### src/rtl/fir_tx_pkg.sv
// Shared types and defaults for the FIR stream transmitter.
// Holds the state encoding and the pointer-width helper used by the FIFO.
package fir_tx_pkg;

   localparam int unsigned DW_DEF    = 11;
   localparam int unsigned DEPTH_DEF = 16;
   localparam int unsigned GW_DEF    = 4;

   typedef enum logic [1:0] {
      IDLE,
      SEND,
      WAIT
   } tx_state_t;

   // Address bits needed to index a FIFO of the given depth (minimum 1).
   function automatic int unsigned ptr_w(input int unsigned depth);
      return (depth > 1) ? $clog2(depth) : 1;
   endfunction

   localparam int unsigned PTR_W_DEF = ptr_w(DEPTH_DEF);

endpackage

### src/rtl/fir_stream_tx_if.sv
// Write port, control and FIR-side stream signals of fir_stream_tx.
// The slave modport is the transmitter; the master modport is whoever drives it.
interface fir_stream_tx_if
   import fir_tx_pkg::*;
#(
   parameter int unsigned DW = DW_DEF,
   parameter int unsigned GW = GW_DEF
) ();

   logic          WR_EN;
   logic [DW-1:0] WR_DATA;
   logic          START;
   logic          STOP;
   logic [GW-1:0] GAP;
   logic [DW-1:0] DOUT;
   logic          VOUT;
   logic          FULL;
   logic          EMPTY;
   logic          BUSY;
   logic          DONE;
   logic          OVF;

   modport slave (
      input  WR_EN, WR_DATA, START, STOP, GAP,
      output DOUT, VOUT, FULL, EMPTY, BUSY, DONE, OVF
   );

   modport master (
      output WR_EN, WR_DATA, START, STOP, GAP,
      input  DOUT, VOUT, FULL, EMPTY, BUSY, DONE, OVF
   );

endinterface

### src/rtl/fir_tx_fifo.sv
// Synchronous single-clock FIFO with registered FULL/EMPTY, count and sticky overflow.
// A push into a full FIFO succeeds only when a pop happens in the same cycle.
module fir_tx_fifo
   import fir_tx_pkg::*;
#(
   parameter  int unsigned DW    = DW_DEF,
   parameter  int unsigned DEPTH = DEPTH_DEF,
   localparam int unsigned AW    = ptr_w(DEPTH)
) (
   input  logic          clk,
   input  logic          rst,
   input  logic          wr_en,
   input  logic [DW-1:0] wr_data,
   input  logic          rd_en,
   output logic [DW-1:0] rd_data,
   output logic          full,
   output logic          empty,
   output logic          ovf,
   output logic [AW:0]   count
);

   localparam logic [AW:0] FULL_CNT = (AW + 1)'(DEPTH);

   logic [DW-1:0] mem [DEPTH];
   logic [AW-1:0] wr_ptr;
   logic [AW-1:0] rd_ptr;
   logic [AW:0]   cnt_nxt;
   logic          push;
   logic          pop;

   assign pop     = rd_en && !empty;
   assign push    = wr_en && (!full || pop);
   assign rd_data = mem[rd_ptr];

   always_comb begin
      cnt_nxt = count;
      if (push && !pop) begin
         cnt_nxt = count + 1'b1;
      end else if (!push && pop) begin
         cnt_nxt = count - 1'b1;
      end
   end

   always_ff @(posedge clk) begin
      if (push) begin
         mem[wr_ptr] <= wr_data;
      end
   end

   // Flags are registered from the next count so they are valid right after the edge.
   always_ff @(posedge clk) begin
      if (rst) begin
         wr_ptr <= '0;
         rd_ptr <= '0;
         count  <= '0;
         full   <= 1'b0;
         empty  <= 1'b1;
         ovf    <= 1'b0;
      end else begin
         if (push) begin
            wr_ptr <= wr_ptr + 1'b1;
         end
         if (pop) begin
            rd_ptr <= rd_ptr + 1'b1;
         end
         count <= cnt_nxt;
         full  <= (cnt_nxt == FULL_CNT);
         empty <= (cnt_nxt == '0);
         if (wr_en && full && !pop) begin
            ovf <= 1'b1;
         end
      end
   end

endmodule

### src/rtl/fir_stream_tx.sv
// Sample transmitter feeding a FIR DIN/VIN input from a preloaded FIFO.
// Emits one sample per VOUT pulse with a programmable idle gap, then pulses DONE.
module fir_stream_tx
   import fir_tx_pkg::*;
#(
   parameter int unsigned DW    = DW_DEF,
   parameter int unsigned DEPTH = DEPTH_DEF,
   parameter int unsigned GW    = GW_DEF
) (
   input logic                CLK,
   input logic                RST,
   fir_stream_tx_if.slave     tx
);

   localparam int unsigned AW = ptr_w(DEPTH);

   tx_state_t     state;
   tx_state_t     state_nxt;
   logic [GW-1:0] gap_len;
   logic [GW-1:0] gap_len_nxt;
   logic [GW-1:0] gap_cnt;
   logic [GW-1:0] gap_cnt_nxt;
   logic [DW-1:0] dout_q;
   logic [DW-1:0] dout_nxt;
   logic          vout_q;
   logic          vout_nxt;
   logic          done_q;
   logic          done_nxt;
   logic          busy_q;
   logic          pop;

   logic [DW-1:0] head;
   logic          fifo_full;
   logic          fifo_empty;
   logic          fifo_ovf;
   logic [AW:0]   fifo_count;

   fir_tx_fifo #(
      .DW    (DW),
      .DEPTH (DEPTH)
   ) u_fifo (
      .clk     (CLK),
      .rst     (RST),
      .wr_en   (tx.WR_EN),
      .wr_data (tx.WR_DATA),
      .rd_en   (pop),
      .rd_data (head),
      .full    (fifo_full),
      .empty   (fifo_empty),
      .ovf     (fifo_ovf),
      .count   (fifo_count)
   );

   always_comb begin
      state_nxt   = state;
      gap_len_nxt = gap_len;
      gap_cnt_nxt = gap_cnt;
      dout_nxt    = dout_q;
      vout_nxt    = 1'b0;
      done_nxt    = 1'b0;
      pop         = 1'b0;
      case (state)
         IDLE: begin
            if (tx.START && !fifo_empty) begin
               gap_len_nxt = tx.GAP;
               state_nxt   = SEND;
            end
         end
         SEND: begin
            // STOP wins over popping, emitting and completing.
            if (tx.STOP) begin
               state_nxt = IDLE;
            end else if (!fifo_empty) begin
               pop      = 1'b1;
               dout_nxt = head;
               vout_nxt = 1'b1;
               if (gap_len != '0) begin
                  gap_cnt_nxt = gap_len;
                  state_nxt   = WAIT;
               end
            end else begin
               done_nxt  = 1'b1;
               state_nxt = IDLE;
            end
         end
         WAIT: begin
            if (tx.STOP) begin
               state_nxt = IDLE;
            end else begin
               gap_cnt_nxt = gap_cnt - 1'b1;
               if (gap_cnt == GW'(1)) begin
                  state_nxt = SEND;
               end
            end
         end
         default: begin
            state_nxt = IDLE;
         end
      endcase
   end

   always_ff @(posedge CLK) begin
      if (RST) begin
         state   <= IDLE;
         gap_len <= '0;
         gap_cnt <= '0;
         dout_q  <= '0;
         vout_q  <= 1'b0;
         done_q  <= 1'b0;
         busy_q  <= 1'b0;
      end else begin
         state   <= state_nxt;
         gap_len <= gap_len_nxt;
         gap_cnt <= gap_cnt_nxt;
         dout_q  <= dout_nxt;
         vout_q  <= vout_nxt;
         done_q  <= done_nxt;
         busy_q  <= (state_nxt != IDLE);
      end
   end

   assign tx.DOUT  = dout_q;
   assign tx.VOUT  = vout_q;
   assign tx.DONE  = done_q;
   assign tx.BUSY  = busy_q;
   assign tx.FULL  = fifo_full;
   assign tx.EMPTY = fifo_empty;
   assign tx.OVF   = fifo_ovf;

endmodule

### src/flat_wrapper.sv
// flat-port wrapper written by rule: the top's interface ports become plain ports
module fir_stream_tx_flat import fir_tx_pkg::*;
#(
   parameter int unsigned DW    = DW_DEF,
   parameter int unsigned DEPTH = DEPTH_DEF,
   parameter int unsigned GW    = GW_DEF
)
  (CLK, RST, tx_WR_EN, tx_WR_DATA, tx_START, tx_STOP, tx_GAP, tx_DOUT, tx_VOUT, tx_FULL, tx_EMPTY, tx_BUSY, tx_DONE, tx_OVF);
  fir_stream_tx_if #(.DW(DW), .GW(GW)) tx_i ();
  input logic CLK;
  input logic RST;
  input wire logic [$bits(tx_i.WR_EN)-1:0] tx_WR_EN;
  input wire logic [$bits(tx_i.WR_DATA)-1:0] tx_WR_DATA;
  input wire logic [$bits(tx_i.START)-1:0] tx_START;
  input wire logic [$bits(tx_i.STOP)-1:0] tx_STOP;
  input wire logic [$bits(tx_i.GAP)-1:0] tx_GAP;
  output wire logic [$bits(tx_i.DOUT)-1:0] tx_DOUT;
  output wire logic [$bits(tx_i.VOUT)-1:0] tx_VOUT;
  output wire logic [$bits(tx_i.FULL)-1:0] tx_FULL;
  output wire logic [$bits(tx_i.EMPTY)-1:0] tx_EMPTY;
  output wire logic [$bits(tx_i.BUSY)-1:0] tx_BUSY;
  output wire logic [$bits(tx_i.DONE)-1:0] tx_DONE;
  output wire logic [$bits(tx_i.OVF)-1:0] tx_OVF;
  assign tx_i.WR_EN = tx_WR_EN;
  assign tx_i.WR_DATA = tx_WR_DATA;
  assign tx_i.START = tx_START;
  assign tx_i.STOP = tx_STOP;
  assign tx_i.GAP = tx_GAP;
  assign tx_DOUT = tx_i.DOUT;
  assign tx_VOUT = tx_i.VOUT;
  assign tx_FULL = tx_i.FULL;
  assign tx_EMPTY = tx_i.EMPTY;
  assign tx_BUSY = tx_i.BUSY;
  assign tx_DONE = tx_i.DONE;
  assign tx_OVF = tx_i.OVF;
  fir_stream_tx #(.DW(DW), .DEPTH(DEPTH), .GW(GW)) u_core (.CLK(CLK), .RST(RST), .tx(tx_i));
endmodule
### config.mk
export PLATFORM = sky130hd
export DESIGN_NAME = fir_stream_tx_flat
export DESIGN_NICKNAME = d
export VERILOG_FILES = /design/src/rtl/fir_tx_pkg.sv /design/src/rtl/fir_stream_tx_if.sv /design/src/rtl/fir_tx_fifo.sv /design/src/rtl/fir_stream_tx.sv /design/src/flat_wrapper.sv
export SDC_FILE = /design/constraint.sdc
export NUM_CORES = 1
export LEC_CHECK = 0
export CORE_UTILIZATION = 55
export CTS_CLUSTER_DIAMETER = 40
export DETAILED_ROUTE_END_ITERATION = 12
export DONT_BUFFER_PORTS = 1
export GPL_TIMING_DRIVEN = 0
export PLACE_DENSITY = 0.73
export SLEW_MARGIN = 10
export SYNTH_ARGS = -nofsm -noshare
export SYNTH_HDL_FRONTEND = slang
export SYNTH_HIERARCHICAL = 1
export SYNTH_SLANG_ARGS = --single-unit
### constraint.sdc
create_clock -name CLK -period 4.09 [get_ports CLK]
set_clock_uncertainty 0.1 [all_clocks]
set_input_delay 1.0225 -clock CLK [delete_from_list [all_inputs] [get_ports CLK]]
set_output_delay 1.0225 -clock CLK [all_outputs]
set_load 0.02 [all_outputs]
Yosys cells after proc, flatten, opt, wreduce, memory -nomap -nowiden:

Memory sizes are Yosys's and may differ from the RTL's. A register that Yosys moved wholly into a read port is not among the register bits.
Index checks and enable logic that the tools add are counted.

* reductions and logical operators: 21
* equal/unequal tests: 8
* multiply operators: 0
* div/mod/pow operators: 0
* shift operators: 0
* bitwise logic cells: 3
* magnitude comparators: 0
* add/sub/neg operators: 5
* mux-type cells: 20

Operator list (number)
* $mux W4: 4
* $mux W2: 6
* $mux W5: 2
* $add A4 B1 Y4 const B: 2
* $pmux W4 S2: 1
* $logic_and A1 B1 Y1: 7
* $mux W1: 6
* $ne A2 B2 Y1 const B: 3
* $pmux W2 S3: 1
* $add A5 B1 Y5 const B: 1
* $eq A5 B5 Y1 const B: 1
* $logic_not A5 Y1: 1
* $reduce_and A5 Y1: 1
* $sub A5 B1 Y5 const B: 1
* $eq A4 B1 Y1 const B: 1
* $logic_not A1 Y1: 4
* $reduce_bool A2 Y1: 2
* $reduce_bool A4 Y1: 1
* $sub A4 B1 Y4 const B: 1
* $not A1 Y1: 3
* $reduce_and A3 Y1: 1
* $reduce_or A3 Y1: 1
* $eq A2 B1 Y1 const B: 1
* $eq A2 B2 Y1 const B: 1
* 4 further kinds: 4

* memory bits (read-only): 0
* bits of input ports: 20
* flip-flop bits (word level): 29
* memories kept: 1
* latch bits: 0
* output and inout bits: 17
* logic and storage cells: 70
* memory bits (writable): 176

Memories
* u_core.u_fifo.mem: depth 16, bits a word 11, rd ports 1, clocked after Yosys merged registers in 1, wr ports 1, RTL line fir_tx_fifo.sv:24 `logic [DW-1:0] mem [DEPTH];`

Logic depth before layout (Yosys ltp):

Gate-level depths: netlist (run 1).

* depth after elaboration: 11
* gate-level depth with buffers: 11
* depth with buffers taken out: 7

Cells and area by module:

The synthesis (run 1) kept the hierarchy.

Modules (own cells, without submodules)
* fir_tx_fifo: times used 1, area each 7792.5 µm², cells each 364
* fir_stream_tx: times used 1, area each 983.4 µm², cells each 119

Worst setup path after synthesis (run 1):

No wires, ideal clock.

* path type: input -> register
* start point: in tx_STOP
* end point: mem u_core/u_fifo/mem[7][0] (netlist name) (enable)
* setup slack: 0.081 ns
* required time: 3.594 ns
* stages on the path: 9
* path buffers: 3
* data arrival time: 3.513 ns
* cells stage by stage: or4b_1 -> buf_2 -> inv_2 -> buf_2 -> nand2b_1 -> buf_2 -> a21boi_1 -> nand2_1 -> nor3b_1

* longest elaborated chain between the ends: 7

RTL lines
* from (decl): RTL line flat_wrapper.sv:15 `input wire logic [$bits(tx_i.STOP)-1:0] tx_STOP;`
* $mux W1: RTL line fir_stream_tx.sv:71 `if (tx.STOP) begin`
* $mux W1: RTL line fir_stream_tx.sv:62 `case (state)`
* net u_core.pop: RTL line fir_stream_tx.sv:30 `logic pop;`
* $logic_and A1 B1 Y1: RTL line fir_tx_fifo.sv:31 `assign pop = rd_en && !empty;`
* $logic_or A1 B1 Y1: RTL line fir_tx_fifo.sv:32 `assign push = wr_en && (!full || pop);`
* $logic_and A1 B1 Y1: RTL line fir_tx_fifo.sv:32
* $mux W1: RTL line fir_tx_fifo.sv:45 `if (push) begin`
* $mux W1 (not written as such): RTL line fir_tx_fifo.sv:46 `mem[wr_ptr] <= wr_data;`
* to (decl): RTL line fir_tx_fifo.sv:24

The timed path passes the listed nets, and every way through them passes these cells.

Worst setup path in the final report (run 1):

* start point: in tx_STOP
* end point: mem u_core/u_fifo/mem[7][9] (netlist name) (enable)

The elaborated chain is that of the path after synthesis.

==> results of run 1 <==
==> power groups by stage <==
stage | logic, mW | registers, mW | clock network (mW)
after global routing | 0.117 | 2.47 | 2.59
final | 0.108 | 2.47 | 2.45
after CTS | 0.108 | 2.47 | 2.49
after global placement | 0.102 | 2.51 | 0
after floorplan | 0.0807 | 2.51 | 0
after detailed placement | 0.107 | 2.51 | 0
==> critical path: cells and delay by family <==
kind / cells / cell delay, ps
simple gates: 4 / 1400
compound gates: 1 / 540
buf+inv: 5 / 920
==> layout make-up <==
cell class	instances	share of cell area
clock buffers	30	0.0706
multi-input cells	230	0.243
clock inverters	21	0.0247
well taps	211	0.0263
plain buffers	26	0.0153
flip-flops and latches	220	0.615
repair buffers	2	0.00225
inverters	7	0.00262
==> sequential cells by signal, indices dropped and copies added, names as in the netlist, named ones only <==
| name | count |
|---|---|
| u_core/gap_cnt | 4 |
| u_core/gap_len | 4 |
| u_core/state | 2 |
| u_core/tx.BUSY | 1 |
| u_core/tx.DONE | 1 |
| u_core/tx.DOUT | 11 |
| u_core/tx.VOUT | 1 |
| u_core/u_fifo/count | 5 |
| u_core/u_fifo/empty | 1 |
| u_core/u_fifo/full | 1 |
| u_core/u_fifo/mem | 176 |
| u_core/u_fifo/ovf | 1 |
| u_core/u_fifo/rd_ptr | 4 |
| u_core/u_fifo/wr_ptr | 4 |
==> cell families (layout without fill, tap and decap cells) <==
logic type,count (synthesis),after routing,synth area share
flops,220,220,0.703
simple gates,114,114,0.0647
mux,59,59,0.162
compound gates,38,38,0.0274
buf+inv,33,86,0.0205
xor+xnor,10,10,0.00998
fa+ha+maj,9,9,0.0128
==> synth_stat cells (all sizes together) <==
library cell	number	share of area
nand3b	1	0.00086
nand3	3	0.0017
a31oi	5	0.0036
edfxtp	176	0.60
xnor2	5	0.0050
nand2	38	0.016
or4b	2	0.0023
nor3	3	0.0017
and4bb	1	0.0014
inv	7	0.0030
a21boi	1	0.00086
ha	9	0.013
nor3b	2	0.0017
mux2i	4	0.0046
nor4b	1	0.0010
nor2	31	0.013
nor2b	6	0.0043
o211ai	1	0.00086
nor4bb	1	0.0011
and2	3	0.0021
xor2	5	0.0050
or2b	1	0.00086
nand2b	2	0.0014
o31ai	1	0.00086
a31o	1	0.0010
a311oi	1	0.0010
a211o	1	0.0010
and4	4	0.0040
dfxtp	44	0.10
clkbuf	10	0.0043
mux4	55	0.16
a21oi	19	0.011
a211oi	1	0.00086
a21o	2	0.0017
nor4	2	0.0014
o22ai	1	0.00071
o22a	1	0.0020
o21ai	3	0.0017
buf	16	0.013
or3	2	0.0014
nand4	4	0.0029
and3	7	0.0050
==> metal layers <==
layer,part of all wire,global-route usage,wire [µm],up-vias
met3,0.072,0.0434,1250,37
li1,-,-,-,2011
met4,0.027,0.0851,469,0
met5,0,0,0,-
met2,0.47,0.350,8240,195
met1,0.43,0.309,7400,2269
==> path summary, 6_finish.rpt <==
path / from / endpoint / slack [ps] / cells past startpoint
worst max-delay path: tx_STOP / u_core/u_fifo/mem[7][9] / 330 / 10
worst min-delay path: u_core/gap_cnt[1] / u_core/gap_cnt[1] / 370 / 2
worst max register to register: u_core/u_fifo/empty / u_core/u_fifo/mem[7][9] / 380 / 10
worst min register to register: u_core/gap_cnt[1] / u_core/gap_cnt[1] / 370 / 2
==> reports/qor.yml, run 1 <==
power_and_ir_drop:
  clock_power_share: 0.488
  p_total_mw: 5.03
  cellPowerDensity_mw_per_mm2: 501
  intPower_mw: 3.97
  pwr-share-comb: 0.021
  switching_share: 0.210
  p_leak_nw: 3.29
  ir_drop_uv: 336
  seqPwrFrac: 0.491
  p_switching_mw: 1.05
job:
  maxCapViolCount: 0
drt:
  drt-initial-drc-count: 381
  dr.pass1.iters: 5
  ant_nets: 0
  wl_per_cell_um: 23.3
  avgViaCountPerCell: 6.04
  vias: 4512
  drt_wl_total_mm: 17.4
  drc: 0
timing:
  worst_slew_pin_slew_ps: 1020
  rsz0062_at_grt: "no"
  fmax_ghz: 0.266
  finalSetupTns_ps: 0
  slew_headroom: 0.319
  slew_viol_final: 0
  whs_ps: 374
  finalCritPeriodShare: 0.920
  hold_viol_final: 0
  layout_setup_ws_ps: 327
  setup_violations: 0
  fin_crit_ps: 3760
clock_tree:
  cts-htree-levels: 1
  cts.sinks: 220
  clock_path_buffers: 3
  ctsResizeCount: 0
  cts_inserted_buffers: 28
  cts_tree: "built"
  cts_setup_buffers: 0
  hold_buffers: 0
  ctsRootBufferMaster: "clkbuf_16"
  clk_latency_ps: 530
  path_clk_slew_ps: 60
synth:
  synth.avg_cell_area_um2: 18.2
  synthesis.area_mm2: 0.00878
  syn_nets: 512
  synth-seq-area-share: 0.703
  syn_inst: 483
  ys_warn_count: 6
  synth-seq-cells: 220
  synth_cell_type_count: 50
floorplanning:
  die_x_um: 128
  fp.dieH_um: 128
  core_region_area_mm2: 0.0154
  start_util: 0.571
  rows: 45
  dieArea_mm2: 0.0165
  boundaryPins: 37
layout:
  drive_above_1_share: 0.155
  seq_area_mm2: 0.00617
  instances_no_fill: 747
  multi_input_area_mm2: 0.00244
  fin_util: 0.652
  syn_to_final_growth_pct: 14.3
  final_area_mm2: 0.0100
  diodes: 0
  fillers: 1018
  final_cell_mix: "edfxtp_1, dfxtp_1, nand2_1, mux4_1, nor2_1"
  layout_commonest_cell: "edfxtp_1"
  nets: 544
setup_path:
  start_kind: "input pin"
  cp.arrival_ps: 3900
  slowest_delay_ps: 570
  path_class: "input pin to flop"
  path_cells: "or4b_1, buf_2, inv_2, buf_2, nand2b_1, buf_2, a21boi_1, nand2_1, nor3b_2, buf_6"
  critPathRequiredTime_ps: 4230
  cp-end-kind: "flop"
  cpMostUsedCell: "buf_2"
  critPathSlowestCell: "nor3b_2"
  path_max_fanout: 12
global_route:
  grt_antenna_before_repair: 0
  grt_pass1_wl_mm: 26.3
  grt_pass1_vias: 4467
  grt_usage: 0.222
  gr-total-overflow: 0
  grt_max_degree: 17
placement:
  portBuffers: 0
  placed_cell_area_mm2: 0.00907
  hpwlAfterDp_mm: 10.8
  dp.cells: 696
  gp_congestion: 0.801
  pre_cts_ws_ps: -144
outcome:
  status: "completed"
min_path:
  hold_path.class: "flop to flop"
No activity file was read; power rests on OpenSTA's default activity.
==> inputs of run 2 (changes only) <==
--- a/config.mk
+++ b/config.mk
@@ -5,12 +5,13 @@
 export SDC_FILE = /design/constraint.sdc
 export NUM_CORES = 1
 export LEC_CHECK = 0
+export ABC_AREA = 1
 export CORE_UTILIZATION = 55
 export CTS_CLUSTER_DIAMETER = 40
 export DETAILED_ROUTE_END_ITERATION = 12
 export DONT_BUFFER_PORTS = 1
 export GPL_TIMING_DRIVEN = 0
-export PLACE_DENSITY = 0.73
+export PLACE_DENSITY = 0.79
 export SLEW_MARGIN = 10
 export SYNTH_ARGS = -nofsm -noshare
 export SYNTH_HDL_FRONTEND = slang
==> reports/qor.yml, run 2 <==
outcome:
  status: "completed"
job:
  maxCapViolCount: 0
clock_tree:
  cts-htree-levels: 1
  ctsResizeCount: 0
  cts_tree: "built"
  path_clk_slew_ps: 60
  clk_latency_ps: 530
  cts_inserted_buffers: 27
  ctsRootBufferMaster: "clkbuf_16"
  cts_setup_buffers: 0
  cts.sinks: 220
  hold_buffers: 0
  clock_path_buffers: 3
synth:
  synth_commonest_cells: "nor2_1, edfxtp_1, o21ai_0"
  synthArstFlopShare: 0
  yosysMostFrequentCell: "nor2_1"
  synth_top_area_cell: "edfxtp_1"
  synth-seq-cells: 220
  synthesis.area_mm2: 0.00900
  synth-seq-area-share: 0.685
  synth.top_cell.area_share: 0.587
  synth_ff_type: "edfxtp_1"
  synth.avg_cell_area_um2: 11.2
  synth_edf_count: 176
  synth_cell_type_count: 31
  syn_nets: 830
  ys_warn_count: 6
  syn_inst: 801
  synthTopCellsByArea: "edfxtp_1, dfxtp_1, nor2_1"
layout:
  largest-register: "u_core/u_fifo/mem"
  largest_reg_flops: 176
  drive_above_1_share: 0.101
  final_cell_mix: "nor2_1, edfxtp_1, o21ai_0"
  diodes: 0
  syn_to_final_growth_pct: 12.6
  nets: 859
  layout_commonest_cell: "nor2_1"
power_and_ir_drop:
  cellPowerDensity_mw_per_mm2: 484
  seqPwrFrac: 0.508
  clock_power_share: 0.458
  switching_share: 0.213
  p_total_mw: 4.90
  p_leak_nw: 3.48
  p_switching_mw: 1.05
  intPower_mw: 3.85
  ir_drop_uv: 385
  pwr-share-comb: 0.034
drt:
  avgViaCountPerCell: 5.88
  wl_per_cell_um: 20.4
  drc: 0
  vias: 6266
  drt_wl_total_mm: 21.8
  drt-initial-drc-count: 697
  ant_nets: 0
  dr.pass1.iters: 5
timing:
  finalSetupTns_ps: 0
  setup_violations: 0
  hold_viol_final: 0
  fin_crit_ps: 3170
  whs_ps: 375
  fmax_ghz: 0.316
  finalCritPeriodShare: 0.774
  layout_setup_ws_ps: 924
  worst_slew_pin_slew_ps: 1250
  slew_viol_final: 0
  rsz0062_at_grt: "no"
  slew_headroom: 0.164
setup_path:
  path_max_fanout: 11
  path_class: "flop to flop"
  cp-end-kind: "flop"
  reg2reg_setup_slack_ps: 920
  r2r-start: "u_core/u_fifo/empty"
  rr_worst_depth: 10
  critPathRequiredTime_ps: 4120
  r2r-end: "u_core/u_fifo/mem[15][7]"
  start_kind: "flop"
  cp.arrival_ps: 3190
placement:
  portBuffers: 0
  hpwlAfterDp_mm: 14.3
  gp_congestion: 0.946
  pre_cts_ws_ps: 445
floorplanning:
  start_util: 0.565
  core_region_area_mm2: 0.0159
  dieArea_mm2: 0.0169
  rows: 46
  die_x_um: 130
  boundaryPins: 37
  fp.dieH_um: 130
global_route:
  grt_pass1_wl_mm: 31.9
  grt_antenna_before_repair: 0
  gr-total-overflow: 0
  grt_usage: 0.263
  grt_max_degree: 17
  grt_pass1_vias: 5781
min_path:
  whs_endpoint: "u_core/gap_len[3]"
  hold_path.class: "flop to flop"
  whs_path_depth: 2
  min_from: "u_core/gap_len[3]"
==> run 2: changes by cell type in the layout (fill, tap and decap cells not counted), sizes merged, moves of 5 or more <==
cell	change
xnor2	-5
inv	+24
o211ai	+43
nor2	+168
nor2b	-6
nand3	+29
and3	-7
clkbuf	+9
o21ai	+123
nand2	+33
mux4	-55
==> run 2: how the worst max path moves through the flow <==
stage	start	cells past startpoint	to	slack (ps)
5_1_grt	u_core/u_fifo/empty	10	u_core/u_fifo/mem[15][6]	720
4_1_cts	u_core/u_fifo/empty	10	u_core/u_fifo/mem[15][7]	960
3_5_place_dp	tx_STOP	10	u_core/u_fifo/mem[9][6]	440
3_3_place_gp	tx_STOP	10	u_core/u_fifo/mem[15][5]	510
6_report	u_core/u_fifo/empty	10	u_core/u_fifo/mem[15][7]	920
2_1_floorplan	tx_STOP	10	u_core/u_fifo/mem[15][0]	1100
==> run 2: cell type report <==
cell class | count | area [µm²]
sequential | 220 | 6170
tap | 216 | 270
clock inverter | 18 | 170
inverter | 37 | 151
clock buffer | 31 | 691
fill | 1197 | 5810
buffer | 40 | 255
multi-input combinational | 504 | 2430
==> run 2: cell families after synthesis <==
| logic type | Yosys count | synth area share |
|---|---|---|
| xor+xnor | 3 | 0.00292 |
| simple gates | 305 | 0.137 |
| fa+ha+maj | 9 | 0.0125 |
| compound gates | 187 | 0.118 |
| flops | 220 | 0.685 |
| buf+inv | 77 | 0.0452 |
==> run 2: through the flow <==
stage / utilization / std cells / instance area (µm²)
after floorplan: - / 801 / 9000
after global placement: 0.582 / 1017 / 9280
after detailed placement: 0.582 / 1017 / 9280
after CTS: 0.636 / 1066 / 10100
after global routing: 0.636 / 1066 / 10100
final: 0.636 / 1066 / 10100
==> run 2: critical path, cell delays in order (launching register included) <==
cell and delay (ps):
dfxtp_1 430, inv_1 120, nand2_1 100, nor2_4 180
buf_4 240, inv_1 90, nor2_4 150, o21ai_1 130
inv_1 140, nand2_1 140, nor2_1 950
==> run 2: power groups by stage <==
stage | Sequential, mW | Clock (mW) | Combinational [mW]
floorplan | 2.53 | 0 | 0.114
global placement | 2.53 | 0 | 0.157
detailed placement | 2.54 | 0 | 0.161
CTS | 2.49 | 2.27 | 0.162
global route | 2.49 | 2.37 | 0.182
finish | 2.49 | 2.25 | 0.165
==> run 2: metal layers <==
layer,vias to the layer above,global-route usage,wire [µm]
met5,-,0,0
met4,0,0.109,624
met3,49,0.0521,2140
met2,316,0.442,10800
met1,3021,0.337,8210
li1,2880,-,-
